`src/rtl/lcd_pkg.sv`:
```
// Shared constants for the Wishbone LCD command sequencer.
// Holds the register map, init command list, state encoding and bus request payload.
package lcd_pkg;

  localparam logic [31:0] ADDR_GO     = 32'h0000_0000;
  localparam logic [31:0] ADDR_DATA   = 32'h0000_0004;
  localparam logic [31:0] ADDR_STATUS = 32'h0000_0008;

  localparam int unsigned STATUS_BUSY_BIT = 0;
  localparam int unsigned INIT_LEN        = 4;
  localparam int unsigned STATE_W         = 3;

  localparam logic [2:0] S_IDLE  = 3'd0;
  localparam logic [2:0] S_FETCH = 3'd1;
  localparam logic [2:0] S_WDAT  = 3'd2;
  localparam logic [2:0] S_GO1   = 3'd3;
  localparam logic [2:0] S_GO0   = 3'd4;
  localparam logic [2:0] S_POLL  = 3'd5;
  localparam logic [2:0] S_GAP   = 3'd6;

  typedef struct packed {
    logic        stb;
    logic        we;
    logic [31:0] adr;
    logic [31:0] dat;
  } wb_req_t;

  // Power-up command list: 8-bit 2-line, display on, entry mode, clear.
  function automatic logic [7:0] init_cmd(input logic [1:0] idx);
    logic [7:0] c;
    case (idx)
      2'd0:    c = 8'h38;
      2'd1:    c = 8'h0C;
      2'd2:    c = 8'h06;
      default: c = 8'h01;
    endcase
    return c;
  endfunction

  // Bus request presented on entry to each transaction state; idle otherwise.
  function automatic wb_req_t wb_launch(input logic [2:0] st, input logic [7:0] cmd);
    wb_req_t r;
    r = '0;
    case (st)
      S_WDAT: begin
        r.stb = 1'b1; r.we = 1'b1; r.adr = ADDR_DATA; r.dat = {24'h0, cmd};
      end
      S_GO1: begin
        r.stb = 1'b1; r.we = 1'b1; r.adr = ADDR_GO; r.dat = 32'h1;
      end
      S_GO0: begin
        r.stb = 1'b1; r.we = 1'b1; r.adr = ADDR_GO; r.dat = 32'h0;
      end
      S_POLL: begin
        r.stb = 1'b1; r.we = 1'b0; r.adr = ADDR_STATUS; r.dat = 32'h0;
      end
      default: r = '0;
    endcase
    return r;
  endfunction

endpackage

```
`src/rtl/wb_lcd_seq_if.sv`:
```
// Wishbone master port bundle between the LCD sequencer and the wb_fuente slave.
interface wb_lcd_seq_if;
  logic        wbm_stb_o;
  logic        wbm_cyc_o;
  logic        wbm_we_o;
  logic [31:0] wbm_adr_o;
  logic [3:0]  wbm_sel_o;
  logic [31:0] wbm_dat_o;
  logic [31:0] wbm_dat_i;
  logic        wbm_ack_i;

  modport master (
    output wbm_stb_o, wbm_cyc_o, wbm_we_o, wbm_adr_o, wbm_sel_o, wbm_dat_o,
    input  wbm_dat_i, wbm_ack_i
  );

  modport slave (
    input  wbm_stb_o, wbm_cyc_o, wbm_we_o, wbm_adr_o, wbm_sel_o, wbm_dat_o,
    output wbm_dat_i, wbm_ack_i
  );
endinterface

```
`src/rtl/lcd_cmd_fifo.sv`:
```
// Synchronous host command FIFO; extra pointer bit separates full from empty.
// ready_o is registered so it is low in reset and rises the cycle after release.
module lcd_cmd_fifo #(
  parameter int unsigned DEPTH = 4,
  parameter int unsigned WIDTH = 8
) (
  input  logic             clk,
  input  logic             rst,
  input  logic             push_i,
  input  logic [WIDTH-1:0] data_i,
  output logic             ready_o,
  input  logic             pop_i,
  output logic [WIDTH-1:0] data_o,
  output logic             empty_o,
  output logic             empty_nxt_o
);

  localparam int unsigned AW = $clog2(DEPTH);

  logic [AW:0]      wr_ptr_q, wr_ptr_d;
  logic [AW:0]      rd_ptr_q, rd_ptr_d;
  logic [WIDTH-1:0] mem_q [DEPTH];
  logic             ready_q;
  logic             push_ok;
  logic             pop_ok;
  logic             full_nxt;

  assign push_ok = push_i & ready_q;
  assign empty_o = (wr_ptr_q == rd_ptr_q);
  assign pop_ok  = pop_i & ~empty_o;
  assign data_o  = mem_q[rd_ptr_q[AW-1:0]];
  assign ready_o = ready_q;

  always_comb begin
    wr_ptr_d = wr_ptr_q;
    rd_ptr_d = rd_ptr_q;
    if (push_ok) wr_ptr_d = wr_ptr_q + (AW+1)'(1);
    if (pop_ok)  rd_ptr_d = rd_ptr_q + (AW+1)'(1);
  end

  assign full_nxt    = (wr_ptr_d[AW] != rd_ptr_d[AW]) &&
                       (wr_ptr_d[AW-1:0] == rd_ptr_d[AW-1:0]);
  assign empty_nxt_o = (wr_ptr_d == rd_ptr_d);

  always_ff @(posedge clk) begin
    if (rst) begin
      wr_ptr_q <= '0;
      rd_ptr_q <= '0;
      ready_q  <= 1'b0;
    end else begin
      wr_ptr_q <= wr_ptr_d;
      rd_ptr_q <= rd_ptr_d;
      ready_q  <= ~full_nxt;
    end
  end

  always_ff @(posedge clk) begin
    if (push_ok) mem_q[wr_ptr_q[AW-1:0]] <= data_i;
  end

endmodule

```
`src/rtl/wb_lcd_seq.sv`:
```
// Wishbone master that replays the LCD init list, then drains host commands as
// DATA write, GO pulse (1 then 0) and STATUS polling, with a one-cycle gap between cycles.
module wb_lcd_seq
  import lcd_pkg::*;
#(
  parameter int unsigned FIFO_DEPTH = 4,
  parameter int unsigned POLL_MAX   = 255,
  parameter int unsigned ACK_MAX    = 15
) (
  input  logic          clk,
  input  logic          rst,
  wb_lcd_seq_if.master  wb,
  input  logic          cmd_valid,
  input  logic [7:0]    cmd_data,
  output logic          cmd_ready,
  output logic          init_done,
  output logic          busy,
  output logic          timeout_err
);

  localparam int unsigned POLL_W = $clog2(POLL_MAX + 1);
  localparam int unsigned ACK_W  = $clog2(ACK_MAX + 1);

  logic [STATE_W-1:0] state_q, state_d;
  logic [STATE_W-1:0] ret_q, ret_d;
  logic [7:0]         cmd_q, cmd_d;
  logic [2:0]         init_idx_q, init_idx_d;
  logic               is_init_q, is_init_d;
  logic [POLL_W-1:0]  poll_cnt_q, poll_cnt_d;
  logic [ACK_W-1:0]   ack_cnt_q, ack_cnt_d;
  wb_req_t            req_q, req_d;
  logic               init_done_q, init_done_d;
  logic               timeout_q, timeout_d;
  logic               busy_q, busy_d;

  logic               fifo_pop;
  logic [7:0]         fifo_rdata;
  logic               fifo_empty;
  logic               fifo_empty_nxt;
  logic               init_pending;
  logic               status_busy;
  logic               cmd_end;

  lcd_cmd_fifo #(
    .DEPTH (FIFO_DEPTH),
    .WIDTH (8)
  ) u_fifo (
    .clk         (clk),
    .rst         (rst),
    .push_i      (cmd_valid),
    .data_i      (cmd_data),
    .ready_o     (cmd_ready),
    .pop_i       (fifo_pop),
    .data_o      (fifo_rdata),
    .empty_o     (fifo_empty),
    .empty_nxt_o (fifo_empty_nxt)
  );

  assign init_pending = (init_idx_q < 3'(INIT_LEN));
  assign status_busy  = |(wb.wbm_dat_i & (32'h1 << STATUS_BUSY_BIT));

  // Next-state and bus request logic; bus outputs are registered from req_d.
  always_comb begin
    state_d     = state_q;
    ret_d       = ret_q;
    cmd_d       = cmd_q;
    init_idx_d  = init_idx_q;
    is_init_d   = is_init_q;
    poll_cnt_d  = poll_cnt_q;
    ack_cnt_d   = ack_cnt_q;
    req_d       = req_q;
    init_done_d = init_done_q;
    timeout_d   = timeout_q;
    fifo_pop    = 1'b0;
    cmd_end     = 1'b0;

    case (state_q)
      S_IDLE: begin
        if (init_pending || !fifo_empty) state_d = S_FETCH;
      end

      S_FETCH: begin
        poll_cnt_d = '0;
        ack_cnt_d  = '0;
        if (init_pending) begin
          cmd_d      = init_cmd(init_idx_q[1:0]);
          init_idx_d = init_idx_q + 3'd1;
          is_init_d  = 1'b1;
          req_d      = wb_launch(S_WDAT, cmd_d);
          state_d    = S_WDAT;
        end else if (!fifo_empty) begin
          cmd_d     = fifo_rdata;
          fifo_pop  = 1'b1;
          is_init_d = 1'b0;
          req_d     = wb_launch(S_WDAT, cmd_d);
          state_d   = S_WDAT;
        end else begin
          state_d = S_IDLE;
        end
      end

      S_WDAT, S_GO1, S_GO0, S_POLL: begin
        if (wb.wbm_ack_i) begin
          req_d     = '0;
          ack_cnt_d = '0;
          state_d   = S_GAP;
          case (state_q)
            S_WDAT: ret_d = S_GO1;
            S_GO1:  ret_d = S_GO0;
            S_GO0:  ret_d = S_POLL;
            default: begin
              poll_cnt_d = poll_cnt_q + POLL_W'(1);
              if (!status_busy) begin
                ret_d   = S_IDLE;
                cmd_end = 1'b1;
              end else if (poll_cnt_d == POLL_W'(POLL_MAX)) begin
                ret_d     = S_IDLE;
                timeout_d = 1'b1;
                cmd_end   = 1'b1;
              end else begin
                ret_d = S_POLL;
              end
            end
          endcase
        end else if (ack_cnt_q == ACK_W'(ACK_MAX - 1)) begin
          // Slave never answered: abandon this command and move on.
          req_d     = '0;
          ack_cnt_d = '0;
          timeout_d = 1'b1;
          cmd_end   = 1'b1;
          state_d   = S_IDLE;
        end else begin
          ack_cnt_d = ack_cnt_q + ACK_W'(1);
        end
      end

      S_GAP: begin
        state_d = ret_q;
        req_d   = wb_launch(ret_q, cmd_q);
      end

      default: begin
        state_d = S_IDLE;
        req_d   = '0;
      end
    endcase

    if (cmd_end && is_init_q && (init_idx_q == 3'(INIT_LEN))) init_done_d = 1'b1;
  end

  assign busy_d = (state_d != S_IDLE) || !fifo_empty_nxt;

  always_ff @(posedge clk) begin
    if (rst) begin
      state_q     <= S_IDLE;
      ret_q       <= S_IDLE;
      cmd_q       <= '0;
      init_idx_q  <= '0;
      is_init_q   <= 1'b0;
      poll_cnt_q  <= '0;
      ack_cnt_q   <= '0;
      req_q       <= '0;
      init_done_q <= 1'b0;
      timeout_q   <= 1'b0;
      busy_q      <= 1'b0;
    end else begin
      state_q     <= state_d;
      ret_q       <= ret_d;
      cmd_q       <= cmd_d;
      init_idx_q  <= init_idx_d;
      is_init_q   <= is_init_d;
      poll_cnt_q  <= poll_cnt_d;
      ack_cnt_q   <= ack_cnt_d;
      req_q       <= req_d;
      init_done_q <= init_done_d;
      timeout_q   <= timeout_d;
      busy_q      <= busy_d;
    end
  end

  assign wb.wbm_stb_o = req_q.stb;
  assign wb.wbm_cyc_o = req_q.stb;
  assign wb.wbm_we_o  = req_q.we;
  assign wb.wbm_adr_o = req_q.adr;
  assign wb.wbm_sel_o = {4{req_q.stb}};
  assign wb.wbm_dat_o = req_q.dat;

  assign init_done   = init_done_q;
  assign timeout_err = timeout_q;
  assign busy        = busy_q;

endmodule
```
`src/flat_wrapper.sv`:
```
// flat-port wrapper written by rule: the top's interface ports become plain ports
module wb_lcd_seq_flat import lcd_pkg::*;
#(
  parameter int unsigned FIFO_DEPTH = 4,
  parameter int unsigned POLL_MAX   = 255,
  parameter int unsigned ACK_MAX    = 15
)
  (clk, rst, cmd_valid, cmd_data, cmd_ready, init_done, busy, timeout_err, wb_wbm_stb_o, wb_wbm_cyc_o, wb_wbm_we_o, wb_wbm_adr_o, wb_wbm_sel_o, wb_wbm_dat_o, wb_wbm_dat_i, wb_wbm_ack_i);
  wb_lcd_seq_if wb_i ();
  input  logic clk;
  input  logic rst;
  input  logic cmd_valid;
  input  logic [7:0] cmd_data;
  output logic cmd_ready;
  output logic init_done;
  output logic busy;
  output logic timeout_err;
  output wire logic [$bits(wb_i.wbm_stb_o)-1:0] wb_wbm_stb_o;
  output wire logic [$bits(wb_i.wbm_cyc_o)-1:0] wb_wbm_cyc_o;
  output wire logic [$bits(wb_i.wbm_we_o)-1:0] wb_wbm_we_o;
  output wire logic [$bits(wb_i.wbm_adr_o)-1:0] wb_wbm_adr_o;
  output wire logic [$bits(wb_i.wbm_sel_o)-1:0] wb_wbm_sel_o;
  output wire logic [$bits(wb_i.wbm_dat_o)-1:0] wb_wbm_dat_o;
  input wire logic [$bits(wb_i.wbm_dat_i)-1:0] wb_wbm_dat_i;
  input wire logic [$bits(wb_i.wbm_ack_i)-1:0] wb_wbm_ack_i;
  assign wb_wbm_stb_o = wb_i.wbm_stb_o;
  assign wb_wbm_cyc_o = wb_i.wbm_cyc_o;
  assign wb_wbm_we_o = wb_i.wbm_we_o;
  assign wb_wbm_adr_o = wb_i.wbm_adr_o;
  assign wb_wbm_sel_o = wb_i.wbm_sel_o;
  assign wb_wbm_dat_o = wb_i.wbm_dat_o;
  assign wb_i.wbm_dat_i = wb_wbm_dat_i;
  assign wb_i.wbm_ack_i = wb_wbm_ack_i;
  wb_lcd_seq #(.FIFO_DEPTH(FIFO_DEPTH), .POLL_MAX(POLL_MAX), .ACK_MAX(ACK_MAX)) u_core (.clk(clk), .rst(rst), .wb(wb_i), .cmd_valid(cmd_valid), .cmd_data(cmd_data), .cmd_ready(cmd_ready), .init_done(init_done), .busy(busy), .timeout_err(timeout_err));
endmodule
```
`config.mk`:
```
export PLATFORM = sky130hd
export DESIGN_NAME = wb_lcd_seq_flat
export DESIGN_NICKNAME = d
export VERILOG_FILES = /design/src/rtl/lcd_pkg.sv /design/src/rtl/wb_lcd_seq_if.sv /design/src/rtl/lcd_cmd_fifo.sv /design/src/rtl/wb_lcd_seq.sv /design/src/flat_wrapper.sv
export SDC_FILE = /design/constraint.sdc
export NUM_CORES = 1
export LEC_CHECK = 0
export ABC_AREA = 1
export BUFFER_PORTS_ARGS = -buffer_cell sky130_fd_sc_hd__buf_4
export CORE_ASPECT_RATIO = 2
export CORE_MARGIN = 2
export CORE_UTILIZATION = 55
export CTS_BUF_LIST = sky130_fd_sc_hd__clkbuf_2 sky130_fd_sc_hd__clkbuf_4 sky130_fd_sc_hd__clkbuf_8
export DETAILED_ROUTE_END_ITERATION = 16
export PLACE_DENSITY = 0.83
export SLEW_MARGIN = 20
export SYNTH_ARGS = -nofsm -noshare
export SYNTH_HDL_FRONTEND = slang
export SYNTH_SLANG_ARGS = --single-unit
```
`constraint.sdc`:
```
create_clock -name clk -period 1.7 [get_ports clk]
set_input_delay 0.425 -clock clk [delete_from_list [all_inputs] [get_ports clk]]
set_output_delay 0.425 -clock clk [all_outputs]
set_load 0.1 [all_outputs]
```
* Word level (Yosys, flattened, before mapping)
Memory sizes are Yosys's and may differ from the RTL's. A register that Yosys moved wholly into a read port is not among the register bits.
Index checks and enable logic that the tools add are counted.
** Storage, ports and cells
- Bits in registers :: 106
- Memory bits (writable) :: 32
- Input bits :: 44
- Output and inout port bits :: 75
- Logic and storage cells :: 121
- Memories kept :: 1
** Cells by class
- $add $sub $neg :: 5
- $lt $le $gt $ge :: 1
- Eq/ne operators :: 27
- Mux-type cells :: 45
- Bitwise operators :: 5
- Reduce and logical (&&, ||, !) cells :: 20
** Memories
- u_core.u_fifo.mem_q :: depth 4, bits a word 8, read ports 1, clocked after Yosys merged registers in 1, write ports 1, line lcd_cmd_fifo.sv:22 : logic [WIDTH-1:0] mem_q [DEPTH];
** Operator list (count)
- 66-bit one-hot mux with 4 select lines :: 2
- 66-bit two-way mux :: 4
- 8-bit two-way mux :: 4
- 3-bit two-way mux :: 8
- 3-bit equality test (second input constant) :: 6
- 1-bit two-way mux :: 18
- 6-bit one-hot mux with 3 select lines :: 1
- 8-bit one-hot mux with 2 select lines :: 1
- 3-bit by 2-bit equality test with 1-bit output (second input constant) :: 4
- 3-bit one-hot mux with 4 select lines :: 1
- 2-bit != test (second input constant) :: 5
- 3-bit by 1-bit adder with 3-bit output (second input constant) :: 3
- 3-bit one-hot mux with 3 select lines :: 1
- 8-bit by 1-bit adder with 8-bit output (second input constant) :: 1
- 8-bit equality test (second input constant) :: 1
- 4-bit two-way mux :: 2
- 4-bit one-hot mux with 2 select lines :: 1
- 3-bit equality test :: 2
- 2-bit AND reduction :: 3
- 3-bit AND reduction :: 2
- 5-bit AND reduction :: 1
- 4-bit by 1-bit adder with 4-bit output (second input constant) :: 1
- 4-bit equality test (second input constant) :: 1
- 2-bit two-way mux :: 2
- 20 further kinds :: 28

* Depth between registers and ports, before layout
Gate-level depths: netlist of the first run.
- Depth in word-level cells :: 9
- Gate-level depth with buffers :: 14
- Gate-level depth less buffers :: 14

* Cells and area by module
Synthesis of the first run repeated with hierarchy kept, for this count alone.
** Unflattened totals
- Cells, all modules :: 526
- Area total of the unflattened synthesis :: 4506.8 sq um
** By module, submodules not included
- wb_lcd_seq :: times used 1, cells an instance 372, area each 2787.7 sq um, sequential area each 900.9 sq um
- lcd_cmd_fifo :: times used 1, cells an instance 154, area each 1719.1 sq um, sequential area each 1101.1 sq um

* Worst setup path after synthesis of the first run
OpenSTA, ideal clock, no wires.
- Path kind :: flip-flop to flip-flop
- Start :: register u_core.u_fifo.ready_q (netlist: u_core.u_fifo.ready_o)
- End :: register u_core.busy_q (netlist: u_core.busy)
- Data arrival time :: 1.959 ns
- Setup slack :: -0.369 ns
- Cell stages (with the launch flop) :: 10
- Clock period less this slack :: 2.069 ns
- Cell sequence :: dfxtp_1 > nand2_1 > o21ai_0 > inv_1 > nand3_1 > nand2_1 > nor2_1 > nand3_1 > nand2_1 > inv_1
** On the way
- Word-level cells in the longest chain between the ends :: 5
** RTL lines
- start: declaration :: line lcd_cmd_fifo.sv:23 : logic ready_q;
- start signal: assignment :: line lcd_cmd_fifo.sv:53 : ready_q <= ~full_nxt;
- 1-bit bitwise AND :: line lcd_cmd_fifo.sv:28 : assign push_ok = push_i & ready_q;
- 3-bit two-way mux :: line lcd_cmd_fifo.sv:37 : if (push_ok) wr_ptr_d = wr_ptr_q + (AW+1)'(1);
- 3-bit equality test :: line lcd_cmd_fifo.sv:43 : assign empty_nxt_o = (wr_ptr_d == rd_ptr_d);
- 1-bit zero test :: line wb_lcd_seq.sv:151 : assign busy_d = (state_d != S_IDLE) || !fifo_empty_nxt;
- 1-bit logical OR :: line wb_lcd_seq.sv:151
- end signal: assignment :: line wb_lcd_seq.sv:177 : busy_q <= busy_d;
- end: declaration :: line wb_lcd_seq.sv:34 : logic busy_q, busy_d;
No other way between the ends.
A chain may end at the register's enable or synchronous reset.

* Worst setup path after layout of the first run
- Start :: register u_core.state_q[1]
- End :: register u_core.req_q, in the netlist u_core.wb.wbm_dat_o[6]
** On the way
- Word-level cells in the longest chain between the ends :: 4
- Elaborated cells on any way between the ends :: 13
** RTL lines
- start: declaration :: line wb_lcd_seq.sv:24 : logic [STATE_W-1:0] state_q, state_d;
- start signal: assignment :: line wb_lcd_seq.sv:167 : state_q <= state_d;
- 3-bit by 2-bit equality test with 1-bit output or 3-bit equality test (tied branches) :: line wb_lcd_seq.sv:77 : case (state_q)
- 4-bit OR reduction :: line wb_lcd_seq.sv:77
- 3-bit by 2-bit != test with 1-bit output (no line)
- 3-bit AND reduction (no line)
- end signal: assignment :: line wb_lcd_seq.sv:174 : req_q <= req_d;
- end: declaration :: line wb_lcd_seq.sv:31 : wb_req_t req_q, req_d;
Several ways; a longest one is shown, not always the timed one.

==> flow_summary_export.csv, run 1 <==
group,metric,value,unit
outcome,status,"finished, final reports clean",
run,drv_cap,0,
pwr,power.switching,3.94,mW
worst_setup_path,reg2reg_depth,13,
cts,cts_tree,"built",
worst_setup_path,end_kind,"flip-flop",
pwr,p_int,4.24,mW
final_layout,drive_gt1_share,26.2,%
global_route,antenna_found_initial,0,
worst_setup_path,cp.required,2.00,ns
floorplanning,initial_core_util,56.0,%
global_route,grt_usage,22.1,%
worst_setup_path,ff2ff_setup_slack,0.04,ns
logic_synthesis,syn_area_per_cell,8.09,µm²
worst_setup_path,crit_path_max_fanout,6,
hold_path,hp-class,"input pin to flip-flop",
pwr,p_sw_share,48.2,%
cts,cts_made_buffers,9,
routing,met2_length,5780,µm
routing,drt_iter0_drc,140,
global_route,grt_pass1_wl,14500,µm
sta,fmax,603,MHz
logic_synthesis,netlist_area,0.00441,mm²
worst_setup_path,r2r-start,"u_core.state_q[1]",
floorplanning,die_area,0.00880,mm²
hold_path,worstHoldStart,"cmd_data[0]",
cts,clock_latency,0.37,ns
cts,cts_hold_buf,0,
sta,period_share,97.5,%
logic_synthesis,synth_enable_flop_cells,32,
placement,place_congestion,0.882,
floorplanning,io_pins,119,
placement,dp_slack,-0.0825,ns
worst_setup_path,rr_endpoint,"u_core.wb.wbm_dat_o[6]",
logic_synthesis,synth_seq_cells,84,
logic_synthesis,netlist_instances,545,
final_layout,fin_nets,660,
cts,cts_root_buf,"clkbuf_8",
logic_synthesis,ys_seq_area_share,45.4,%
hold_path,hold_depth,1,
logic_synthesis,synth_top_flop_cell,"dfxtp_1",
pwr,p_clk_share,20.8,%
sta,final_hold_viol_count,0,
floorplanning,num_rows,46,
worst_setup_path,cp-start-kind,"flip-flop",
cts,clk_pin_slew_worst_paths,0.08,ns
routing,drcViolationCount,0,
hold_path,hold_path_end,"u_core.u_fifo.mem_q[0][0]",
pwr,combPwrFrac,47.4,%
final_layout,antenna-diode-count,0,
sta,setup_violations,0,
worst_setup_path,slowest_stage,"dfxtp_4",
pwr,p_per_area,1570,mW/mm²
worst_setup_path,cp_slowest_stage_delay,0.38,ns
worst_setup_path,crit_arrival,1.96,ns
pwr,peakVddDrop,1170,µV
sta,slew_headroom,66.5,%
floorplanning,die_w,67.3,µm
routing,wl_met1,3080,µm
routing,wl_per_cell,13.7,µm
sta,fin_tns_setup,0,ns
sta,min_period,1.66,ns
worst_setup_path,cp_cell_sequence,"inv_4 > nor2_1 > inv_1 > nand2_2 > inv_2 > nand2_4 > nand2_2 > inv_2 > nor3_4 > buf_6 > buf_4 > o21ai_2 > a21oi_1",
logic_synthesis,synth_warnings,0,
placement,io_buffers,33,
cts,cts.sinks,84,
cts,cts_max_path_buffers,2,
floorplanning,die_h,131,µm
placement,dpl_cell_area,0.00465,mm²
placement,dp_cells,676,
global_route,grt_max_degree,33,
worst_setup_path,worstSetupPathType,"flip-flop to flip-flop",
routing,dr.max_layer_used,"met4",
logic_synthesis,synthArstFlopShare,0,%
routing,first_pass_iters,4,
logic_synthesis,synth_area_leaders,"dfxtp_1 (24%), edfxtp_1 (22%), buf_4 (10%)",
final_layout,final_area,0.00521,mm²
logic_synthesis,yosys.area.top_type,"dfxtp_1",
pwr,p_total,8.18,mW
final_layout,n_fill_cell,642,
pwr,seqPwrFrac,31.8,%
routing,dr_wl_met3,332,µm
logic_synthesis,yosysUniqueCellTypes,40,
routing,ant_nets,0,
sta,clock-skew-final,0.0128,ns
logic_synthesis,yosysTopAreaCellShare,23.6,%
routing,drt_wl_total,9660,µm
final_layout,stdcell_count,704,
sta,setup_ws,0.0419,ns
global_route,gr-total-overflow,0,
final_layout,area_growth,18.0,%
routing,vias,3605,
cts,htree_levels,3,
floorplanning,core,0.00789,mm²
sta,drv_slew,0,
sta,grt_setup_unrepaired,"true",
global_route,grt_pass1_vias,3372,
sta,worst_pin_slew,0.499,ns
routing,viasPerCell,5.12,
placement,dp_hpwl,6890,µm
pwr,leakage,2.19,nW
-- cells in the final DEF (no fill, tap or decap), drive strengths merged, types with 3 or more instances in the layout --
cell / n
o21ai: 35
dfxtp: 52
conb: 54
ha: 13
buf: 67
clkbuf: 9
edfxtp: 32
a31oi: 3
bufinv: 3
a21oi: 45
a22oi: 3
nor3: 5
nand3: 34
a211oi: 3
nand2: 107
nor2: 63
nand4: 3
inv: 60
-- registers in the layout, indices dropped and copies added, names as in the netlist --
signal	count
u_core.is_init_q	1
u_core.wb.wbm_we_o	1
u_core.wb.wbm_dat_o	8
u_core.u_fifo.ready_o	1
u_core.ret_q	3
u_core.poll_cnt_q	8
u_core.init_idx_q	3
u_core.wb.wbm_adr_o	2
u_core.busy	1
u_core.ack_cnt_q	4
u_core.u_fifo.wr_ptr_q	3
u_core.u_fifo.mem_q	32
u_core.u_fifo.rd_ptr_q	3
u_core.wb.wbm_cyc_o	1
u_core.timeout_err	1
u_core.cmd_q	8
u_core.init_done	1
u_core.state_q	3
-- through the flow --
step / hold slack, ns / utilization (%)
after floorplan: 0.441 / -
after CTS: 0.246 / 62.9
final: 0.261 / 66.0
after global placement: 0.445 / 58.9
after global routing: 0.244 / 66.0
after detailed placement: 0.456 / 58.9
-- power groups by stage --
| stage | combinational, mW | clock (mW) | sequential, mW |
|---|---|---|---|
| floorplan | 2.15 | 0 | 3.53 |
| global placement | 3.56 | 0 | 2.59 |
| detailed placement | 3.62 | 0 | 2.61 |
| CTS | 3.71 | 1.72 | 2.58 |
| global route | 4.09 | 1.82 | 2.63 |
| finish | 3.88 | 1.70 | 2.60 |
-- metal layers --
metal  GRT usage (%)  up-vias
met2            44.0      115
met4            12.8        0
met5               0        -
met3            4.45       36
met1            18.9     1674
li1                -     1780
-- synthesized netlist by cell type (3+ instances only) --
library cell and instances:
a22oi_1 3, buf_2 4, edfxtp_1 32, clkbuf_1 7
nor2_1 60, o21ai_1 4, inv_1 49, nand2_1 103
inv_2 8, nand3_1 32, a31oi_1 3, a21oi_1 43
ha_1 13, dfxtp_1 52, o21ai_0 28, a211oi_1 3
o21ai_2 3, nand4_1 3, buf_4 60, nor3_1 4
-- logic make-up (layout without fill, tap and decap cells) --
family,count (synthesis),count (layout),synth area share [%]
flops,84,84,45.4
buf+inv,130,140,16.5
fa+ha+maj,13,13,3.69
compound gates,97,97,12.3
other cells,1,54,0.0850
simple gates,216,216,21.3
xor+xnor,4,4,0.794
-- area by class of cell --
type	count	area (µm²)	share of cell area, %
clock buffer	9	124	2.38
tap	96	120	2.31
sequential	84	2030	39.0
timing repair buffer	67	531	10.2
multi-input combinational	384	2070	39.7
clock inverter	7	114	2.19
inverter	57	221	4.25
-- critical path, delay by kind of cell (launching register included) --
| family | cells | cell delay (ns) |
|---|---|---|
| buffers and inverters | 6 | 0.54 |
| AND/OR/NAND/NOR | 5 | 0.52 |
| flip-flops | 1 | 0.38 |
| AO/OA/AOI/OAI | 2 | 0.14 |
-- worst max path at each step --
stage,depth (start not counted),startpoint,end,slack (ns)
after floorplan,9,u_core.u_fifo.ready_o,u_core.busy,0.01
after global placement,12,u_core.poll_cnt_q[0],u_core.ret_q[2],0.02
after detailed placement,10,u_core.state_q[0],u_core.wb.wbm_cyc_o,-0.08
after CTS,11,u_core.ack_cnt_q[0],u_core.wb.wbm_cyc_o,-0.01
after global routing,5,u_core.u_fifo.wr_ptr_q[1],u_core.cmd_q[0],-0.10
final,13,u_core.state_q[1],u_core.wb.wbm_dat_o[6],0.04
-- what timing repair did --
action / CTS / global route
buffers inserted: 6 / 7
pin swaps: 8 / 22
endpoints found under the setup margin: 14 / 17
resized for setup: 16 / 56
Power figures use the tool's default switching activity.
==> run 2: changes to the inputs <==
--- a/config.mk
+++ b/config.mk
@@ -7,12 +7,14 @@
 export LEC_CHECK = 0
 export ABC_AREA = 1
 export BUFFER_PORTS_ARGS = -buffer_cell sky130_fd_sc_hd__buf_4
+export CELL_PAD_IN_SITES_DETAIL_PLACEMENT = 0
+export CELL_PAD_IN_SITES_GLOBAL_PLACEMENT = 2
 export CORE_ASPECT_RATIO = 2
 export CORE_MARGIN = 2
-export CORE_UTILIZATION = 55
+export CORE_UTILIZATION = 31
 export CTS_BUF_LIST = sky130_fd_sc_hd__clkbuf_2 sky130_fd_sc_hd__clkbuf_4 sky130_fd_sc_hd__clkbuf_8
 export DETAILED_ROUTE_END_ITERATION = 16
-export PLACE_DENSITY = 0.83
+export PLACE_DENSITY_LB_ADDON = 0.1
 export SLEW_MARGIN = 20
 export SYNTH_ARGS = -nofsm -noshare
 export SYNTH_HDL_FRONTEND = slang
==> run 2 against run 1 <==
  * Maximum frequency up 2.5%
  * Global-route usage is 7.5 points lower
  * Sequential power barely moved
  * Combinational power rose by 6.4%
  * Design area up 7.2%
  * Count of clock-buffer cells in the layout up 1
  * Clock power is 21% lower
  * Clock skew up 0.00089 ns
  * Via count shrank 1.0%
  * Highest routed layer unchanged
==> flow_summary_export.csv, run 2 (synthesized netlist as in run 1, its figures left out) <==
group,metric,value,unit
sta,grt_setup_unrepaired,"true",
worst_setup_path,r2r-start,"u_core.state_q[0]",
sta,fin_tns_setup,0,ns
routing,drt_iter0_drc,144,
worst_setup_path,worstSetupPathType,"flip-flop to flip-flop",
global_route,grt_usage,14.6,%
cts,cts_made_buffers,9,
floorplanning,initial_core_util,31.8,%
pwr,combPwrFrac,51.2,%
outcome,status,"finished, final reports clean",
sta,final_hold_viol_count,0,
worst_setup_path,reg2reg_depth,11,
pwr,p_sw_share,50.2,%
routing,drcViolationCount,0,
worst_setup_path,cp_slowest_stage_delay,0.36,ns
final_layout,largest_reg_flops,32,
final_layout,area_growth,26.5,%
pwr,power.switching,4.04,mW
pwr,leakage,2.35,nW
hold_path,hp-class,"input pin to flip-flop",
placement,dp_hpwl,8280,µm
cts,cts_max_path_buffers,2,
pwr,p_clk_share,16.8,%
routing,drt_wl_total,10900,µm
worst_setup_path,slowest_stage,"dfxtp_2",
global_route,gr-total-overflow,0,
final_layout,seqCellArea,0.00203,mm²
final_layout,antenna-diode-count,0,
final_layout,fin_nets,694,
sta,clock-skew-final,0.0137,ns
cts,htree_levels,3,
sta,min_period,1.62,ns
sta,hold_ws,0.263,ns
placement,dp_slack,-0.0926,ns
pwr,peakVddDrop,557,µV
cts,cts_tree,"built",
cts,clk_pin_slew_worst_paths,0.09,ns
pwr,p_total,8.05,mW
pwr,p_int,4.01,mW
worst_setup_path,crit_arrival,1.88,ns
final_layout,drive_gt1_share,31.3,%
sta,setup_violations,0,
worst_setup_path,crit_start,"u_core.state_q[0]",
worst_setup_path,crit_path_max_fanout,7,
worst_setup_path,cp_cell_sequence,"inv_4 > nor2_4 > nand2_4 > nor2_4 > inv_2 > nor2_4 > nor3_4 > buf_6 > buf_8 > o21ai_0 > a21oi_1",
cts,cts_root_buf,"clkbuf_8",
routing,ant_nets,0,
floorplanning,num_rows,61,
worst_setup_path,endpoint,"u_core.wb.wbm_we_o",
routing,first_pass_iters,4,
global_route,antenna_found_initial,0,
final_layout,multi_input_area,0.00212,mm²
cts,clock_latency,0.36,ns
global_route,grt_pass1_vias,3482,
cts,cts.sinks,84,
worst_setup_path,rr_endpoint,"u_core.wb.wbm_we_o",
sta,fmax,618,MHz
worst_setup_path,crit_top_cell,"nor2_4",
final_layout,final_common_cell,"buf_4",
routing,viasPerCell,4.29,
sta,setup_ws,0.0818,ns
pwr,seqPwrFrac,32.0,%
sta,period_share,95.2,%
floorplanning,die_h,173,µm
worst_setup_path,cp-start-kind,"flip-flop",
global_route,grt_pass1_wl,17100,µm
global_route,grt_max_degree,33,
sta,drv_slew,0,
worst_setup_path,ff2ff_setup_slack,0.08,ns
worst_setup_path,end_kind,"flip-flop",
routing,wl_per_cell,13.1,µm
final_layout,layout_common_cells,"buf_4 (94), nand2_1 (90), nor2_1 (54), conb_1 (54), inv_1 (45)",
floorplanning,die_w,88.4,µm
worst_setup_path,cp.required,1.96,ns
final_layout,n_fill_cell,1513,
run,drv_cap,0,
placement,io_buffers,33,
routing,vias,3569,
pwr,p_per_area,1440,mW/mm²
floorplanning,io_pins,119,
floorplanning,die_area,0.0153,mm²
placement,place_congestion,0.817,
floorplanning,core,0.0139,mm²
final_layout,post-route-util,40.2,%
hold_path,hold_depth,1,
[run 2: changes by cell type in the layout (fill, tap and decap cells not counted), sizes merged]
cell / change
buf: +33
clkbuf: +2
inv: +1
bufinv: -3
clkinvlp: +1
[run 2: routing by layer]
layer	vias up	global-route usage [%]	wire length (µm)
li1	1843	-	-
met1	1667	13.4	3750
met2	47	29.6	6710
met3	12	2.43	217
met4	0	5.62	227
met5	-	0	0
[run 2: repair_timing]
item / CTS / global route
gates resized for setup: 20 / 66
setup endpoints to repair: 12 / 19
hold buffers: 0 / 0
cloned: 0 / 1
pin swaps: 10 / 21
setup buffers: 9 / 4
[run 2: worst min path at each step]
stage / startpoint / end / slack [ns]
2_1_floorplan: u_core.is_init_q / u_core.is_init_q / 0.44
3_3_place_gp: u_core.is_init_q / u_core.is_init_q / 0.45
3_5_place_dp: u_core.cmd_q[1] / u_core.cmd_q[1] / 0.46
4_1_cts: cmd_data[3] / u_core.u_fifo.mem_q[1][3] / 0.24
5_1_grt: cmd_data[1] / u_core.u_fifo.mem_q[1][1] / 0.23
6_report: cmd_data[5] / u_core.u_fifo.mem_q[3][5] / 0.26
[run 2: per-stage QoR]
step                instance area [µm²]  instances
detailed placement                 5000        802
floorplan                          4610        598
finish                             5580        831
CTS                                5300        827
global placement                   5000        802
global route                       5580        831
[run 2: area by class of cell]
class	count	share of cell area (%)
multi-input cells	384	38.0
well taps	189	4.24
inverters	57	3.88
repair buffers	101	14.4
clock inverters	6	0.830
clock buffers	10	2.35
flip-flops and latches	84	36.3
[run 2: power groups by stage]
stage | clock network [mW] | registers, mW | logic (mW)
finish | 1.35 | 2.57 | 4.13
global route | 1.49 | 2.61 | 4.38
CTS | 1.40 | 2.56 | 3.93
detailed placement | 0 | 2.60 | 3.87
global placement | 0 | 2.60 | 3.85
floorplan | 0 | 3.53 | 2.15
[run 2: critical path, delay by kind of cell, from the launching register on]
kind	cells	cell delay [ns]
buffers and inverters	4	0.38
DFF	1	0.36
and+or+nand+nor	5	0.56
AOI/OAI and AO/OA	2	0.19
